### src/rtl/craft_round_ctrl.sv
// Round sequencer for a CRAFT-style block cipher datapath: accepts a key/tweak
// job, pulses load, steps NUM_ROUNDS rounds with their tweakeys, then holds the result.
//
// state | meaning
// IDLE  | ready for a job; key/tweak latched on acceptance
// LOAD  | one-cycle load pulse, round counter cleared
// RUN   | one round per cycle, tk driven for the current round
// DONE  | result valid, held until out_ready
module craft_round_ctrl #(
   parameter int unsigned NUM_ROUNDS = 32
) (
   input  logic         clk,
   input  logic         rst,
   input  logic         in_valid,
   output logic         in_ready,
   input  logic [127:0] key,
   input  logic [63:0]  tweak,
   output logic         load,
   output logic         round_en,
   output logic [7:0]   rnd,
   output logic [63:0]  tk,
   output logic         last_round,
   output logic         out_valid,
   input  logic         out_ready
);

   typedef enum logic [1:0] {
      IDLE = 2'd0,
      LOAD = 2'd1,
      RUN  = 2'd2,
      DONE = 2'd3
   } state_t;

   localparam logic [7:0]  LAST = 8'(NUM_ROUNDS - 1);
   // nibble j of this constant is the source nibble index for output nibble j
   localparam logic [63:0] PERM = 64'hCAF5E892B374601D;

   state_t      state, state_nxt;
   logic [7:0]  cnt;
   logic [63:0] k0, k1, t;
   logic [63:0] tq;
   logic        at_last;

   function automatic logic [63:0] q_perm(input logic [63:0] x);
      logic [3:0] p;
      q_perm = '0;
      for (int j = 0; j < 16; j++) begin
         p = PERM[63-4*j -: 4];
         q_perm[63-4*j -: 4] = x[63-4*int'(p) -: 4];
      end
   endfunction

   assign tq      = q_perm(t);
   assign at_last = (cnt == LAST);

   always_ff @(posedge clk) begin
      if (rst) state <= IDLE;
      else     state <= state_nxt;
   end

   always_ff @(posedge clk) begin
      if (rst) begin
         cnt <= '0;
         k0  <= '0;
         k1  <= '0;
         t   <= '0;
      end else begin
         case (state)
            IDLE: begin
               if (in_valid) begin
                  k0 <= key[127:64];
                  k1 <= key[63:0];
                  t  <= tweak;
               end
            end
            LOAD: cnt <= '0;
            RUN:  if (!at_last) cnt <= cnt + 8'd1;
            default: ;
         endcase
      end
   end

   always_comb begin
      state_nxt  = state;
      in_ready   = 1'b0;
      load       = 1'b0;
      round_en   = 1'b0;
      rnd        = '0;
      tk         = '0;
      last_round = 1'b0;
      out_valid  = 1'b0;
      case (state)
         IDLE: begin
            in_ready = 1'b1;
            if (in_valid) state_nxt = LOAD;
         end
         LOAD: begin
            load      = 1'b1;
            state_nxt = RUN;
         end
         RUN: begin
            round_en   = 1'b1;
            rnd        = cnt;
            last_round = at_last;
            case (cnt[1:0])
               2'd0:    tk = k0 ^ t;
               2'd1:    tk = k1 ^ t;
               2'd2:    tk = k0 ^ tq;
               default: tk = k1 ^ tq;
            endcase
            if (at_last) state_nxt = DONE;
         end
         DONE: begin
            out_valid = 1'b1;
            if (out_ready) state_nxt = IDLE;
         end
         default: state_nxt = IDLE;
      endcase
   end

endmodule

### config.mk
export PLATFORM = sky130hd
export DESIGN_NAME = craft_round_ctrl
export DESIGN_NICKNAME = d
export VERILOG_FILES = /design/src/rtl/craft_round_ctrl.sv
export SDC_FILE = /design/constraint.sdc
export NUM_CORES = 1
export LEC_CHECK = 0
export ABC_AREA = 1
export BUFFER_PORTS_ARGS = -buffer_cell sky130_fd_sc_hd__buf_2
export CELL_PAD_IN_SITES_DETAIL_PLACEMENT = 0
export CELL_PAD_IN_SITES_GLOBAL_PLACEMENT = 1
export CORE_UTILIZATION = 37
export DETAILED_ROUTE_END_ITERATION = 6
export PLACE_DENSITY_LB_ADDON = 0.1
export SLEW_MARGIN = 40
export SYNTH_ARGS = -nofsm -noshare
export SYNTH_HDL_FRONTEND = slang
export SYNTH_SLANG_ARGS = --single-unit
### constraint.sdc
create_clock -name clk -period 2.3 [get_ports clk]
set_input_delay 0.345 -clock clk [delete_from_list [all_inputs] [get_ports clk]]
set_output_delay 0.345 -clock clk [all_outputs]
set_load 0.02 [all_outputs]
=== After elaboration in Yosys (flattened, before gate mapping) ===
Index checks and enable logic that the tools add are counted.

* Reductions and logical operators: 6
* Equal/unequal tests: 10
* Add/sub/neg operators: 1
* Bitwise gates (word level): 4
* Muxes and demuxes: 14

{| class="wikitable"
|+ Operator list
! operator !! count
|-
| XOR 64 bit || 4
|-
| one-hot mux 64 bit (3 select lines) || 1
|-
| two-way mux 64 bit || 1
|-
| two-way mux 8 bit || 2
|-
| one-hot mux 8 bit (2 select lines) || 1
|-
| adder 8 x 1 -> 8 bit, second input constant || 1
|-
| == test 8 x 5 -> 1 bit, second input constant || 1
|-
| inequality test 2 bit, second input constant || 4
|-
| one-hot mux 2 bit (4 select lines) || 1
|-
| == test 2 bit, second input constant || 3
|-
| two-way mux 2 bit || 3
|-
| two-way mux 1 bit || 5
|-
| == test 2 x 1 -> 1 bit, second input constant || 2
|-
| logical NOT 2 bit || 2
|-
| AND reduction 2 bit || 2
|-
| AND reduction 3 bit || 1
|-
| nonzero test 2 bit || 1
|}

* Logic and storage cells: 40
* Register bits: 202
* Input bits: 196

=== Longest topological paths before layout ===
* Word-level depth: 3
* Depth in mapped cells: 10
* Mapped depth without buffers: 8

=== Worst setup path before layout ===
Ideal clock, no wire load.

* Kind: register to output
* From: register state[0]
* To: output tk[59]
* Path buffers: 3
* Data arrival time: 1.690 ns
* Data required time: 1.955 ns
* Setup slack: 0.265 ns
* Stages on the path, launching flop included: 8
* Path through: dfxtp_1 -> inv_1 -> ha_1 -> buf_4 -> buf_4 -> clkbuf_1 -> o21ai_1 -> nor2_1

* Cells in the longest elaborated chain, start to end: 2

{| class="wikitable"
|+ RTL lines
! item !! line !! text
|-
| start, declared || 38 || <nowiki>state_t state, state_nxt;</nowiki>
|-
| start signal, assigned || 58 || <nowiki>else state <= state_nxt;</nowiki>
|-
| == test 2 bit || 92 || <nowiki>case (state)</nowiki>
|-
| two-way mux 64 bit || 92 ||
|-
| end, declared || 21 || <nowiki>output logic [63:0] tk,</nowiki>
|}

Every way passes these cells.

=== Worst setup path in the final report ===
* From: register cnt[0]
* To: output tk[27]

* Cells in the longest elaborated chain, start to end: 3

{| class="wikitable"
|+ RTL lines
! item !! line !! text
|-
| start, declared || 39 || <nowiki>logic [7:0] cnt;</nowiki>
|-
| start signal, assigned || 77 || <nowiki>RUN: if (!at_last) cnt <= cnt + 8'd1;</nowiki>
|-
| == test 2 bit, or another cell as far along || 105 || <nowiki>case (cnt[1:0])</nowiki>
|-
| one-hot mux 64 bit (3 select lines) * || 105 ||
|-
| two-way mux 64 bit * || 92 ||
|}

Every way passes the cells marked *; elsewhere a longest branch is shown, timed or not.

==> results.toml <==
[status]
status = "finished with violations"
failed_checks = "setup timing"

[synthesis]
synthCells = 1772
synth_warnings = 0
synth_area_um2 = 11200
synth_fa_ha_area_frac = 0.0123
synth_xor_area_frac = 0
synth-simple-area-share = 0.255
post_synth.cell_area_avg_um2 = 6.30
synth.area.mux_share = 0
synth_top_family_by_area = "compound AO/OA/AOI/OAI gates"
yosysSeqAreaShare = 0.362
synth-seq-cells = 202
synth_nets = 1979
yosysUniqueCellTypes = 25
synth_compound_area_frac = 0.263

[final_layout]
drive_gt1_frac = 0.277
diodes = 0
area.growth.synth_to_final_pct = 40.0
final_cell_mix = "nand2_1 (315), nor2_1 (259), buf_2 (216)"
layout_commonest_cell = "nand2_1"
fillerInstances = 3079
layout.nets = 2266
finish.utilization = 0.528

[clock_network]
cts_tree = "built"
cts_made_buffers = 25
cts_root_buf = "clkbuf_16"
cts_sinks = 202
clockBufferDepth = 3
clock_latency_ns = 0.54
htree_levels = 1
path_clk_slew_ns = 0.06
cts_hold_buf = 0

[route]
routed-via-count = 12500
remaining_drc_errors = 0
dr.pass1.iters = 5
via_per_inst = 5.07
drtAntennaViolNets = 0
wire_per_inst_um = 17.8
drtIter0Drc = 800
wl_um = 43900

[critical_path]
crit_path_end_kind = "output pin"
required_ns = 1.96
cp.arrival_ns = 2.29
regToRegSetupSlack_ns = 0.38
path_class = "reg -> out"
critPathMaxFanout = 7
r2r_end = "t[39]"
start_kind = "register"
r2r_start = "state[0]"
reg2reg_depth = 6

[sta]
post-route-period-util = 1.14
drv_slew = 0
skew_ns = 0.0166
hold_viol = 0
slew_headroom = 0.694
period_minus_slack_ns = 2.63
layout_setup_ws_ns = -0.331
rsz0062_at_grt = "yes"
tightest_slew_ns = 0.458
setup_viol = 64
fmax_ghz = 0.380

[worst_hold_path]
min_path_cells = 3
min_path_type = "in -> reg"
holdPathEnd = "k1[26]"
hold_start = "key[26]"

[grt]
grt_max_degree = 49
grt.overflow.total = 0
antenna_found_initial = 0
grtUsageTotal = 0.270
grt_pass1_vias = 11500
grt_pass1_wl_um = 64300

[placed_design]
dp_slack_ns = 0.0336
portBuffers = 272
gp_congestion = 0.829
hpwl_um = 30400

[floorplan]
io_pins = 273
rows = 63
core_um2 = 29600
die_y_um = 176
dieArea_um2 = 30900
start_util = 0.377
die_x_um = 176

[pwr]
p_leak_nw = 6.97
p_per_area_nw_per_um2 = 1180
vdd_drop_max_uv = 540

[flow_run]
cap_violations = 0
-- flip-flops by register name, summed over array words and instances, names as in the netlist --
register	flops
k0	64
k1	64
t	64
cnt	8
state	2
-- synthesized netlist by cell type (all sizes together) --
| master | n | area [um^2] |
|---|---|---|
| o21ai | 386 | 1930 |
| nand2 | 358 | 1350 |
| nor2 | 268 | 1010 |
| dfxtp | 202 | 4040 |
| a21oi | 200 | 1000 |
| inv | 155 | 582 |
| or2 | 66 | 413 |
| buf | 59 | 419 |
| clkbuf | 54 | 203 |
| ha | 11 | 138 |
| nand3 | 9 | 50.1 |
| nand3b | 1 | 7.51 |
| nand4 | 1 | 6.26 |
| nor3 | 1 | 5.00 |
| o22ai | 1 | 6.26 |
-- worst max-delay path by stage --
| stage | start | endpoint | cells past startpoint |
|---|---|---|---|
| final | cnt[0] | tk[27] | 11 |
| after global routing | cnt[0] | tk[9] | 10 |
| after CTS | cnt[0] | tk[34] | 9 |
| after detailed placement | cnt[0] | tk[27] | 10 |
| after global placement | cnt[0] | tk[27] | 10 |
| after floorplan | state[0] | tk[59] | 7 |
-- cell families after synthesis --
| kind of cell | count (synthesis) |
|---|---|
| flops | 202 |
| buf+inv | 268 |
| simple gates | 704 |
| fa+ha+maj | 11 |
| compound gates | 587 |
-- per-stage QoR --
step	std cells	hold slack (ns)	instance area [um^2]	power, W	TNS, ns
after global routing	2463	0.0536	15600	0.0197	-21.27
after floorplan	1772	0.414	11200	0.00981	0
after CTS	2449	0.0371	14800	0.0175	-18.71
after global placement	2378	0.458	13100	0.0122	0
after detailed placement	2378	0.471	13100	0.0123	0
final	2463	0.0491	15600	0.0185	-16.86
-- per-layer routing --
layer  global-route usage  vias up  wire [um]
li1                     -     6304          -
met1                0.346     5724      18800
met2                0.468      392      21100
met3               0.0329       77       2600
met4               0.0913        0       1440
met5                    0        -          0
-- critical path, stage by stage, from the launching register on --
cell and delay (ns):
dfxtp_2 0.33, buf_6 0.12, ha_4 0.19, buf_6 0.15, buf_12 0.13, nand2_1 0.07
o21ai_2 0.07, buf_4 0.13, or2_0 0.19, a21oi_1 0.13, nor2_1 0.07, buf_2 0.15
-- layout make-up --
class                      count  area, um^2  area share
timing repair buffer         372        3060       0.195
sequential                   202        4050       0.259
tap                          390         488      0.0312
inverter                     155         589      0.0377
clock inverter                 3        22.5     0.00144
multi-input combinational   1303        6700       0.428
clock buffer                  38         734      0.0470
-- where the power goes --
group	internal [W]	switching [W]	total, W
clock	0.00218	0.00158	0.00376
sequential	0.00446	0.000633	0.00509
combinational	0.00394	0.00568	0.00963
-- what timing repair did --
item / 4_1_cts / 5_1_grt
cloned: 13 / 9
buffers inserted: 17 / 10
hold endpoints to repair: 0 / 0
pin swaps: 26 / 50
gates resized for setup: 151 / 194
setup endpoints to repair: 67 / 65
Note: power is estimated with default switching activity, not from simulation.
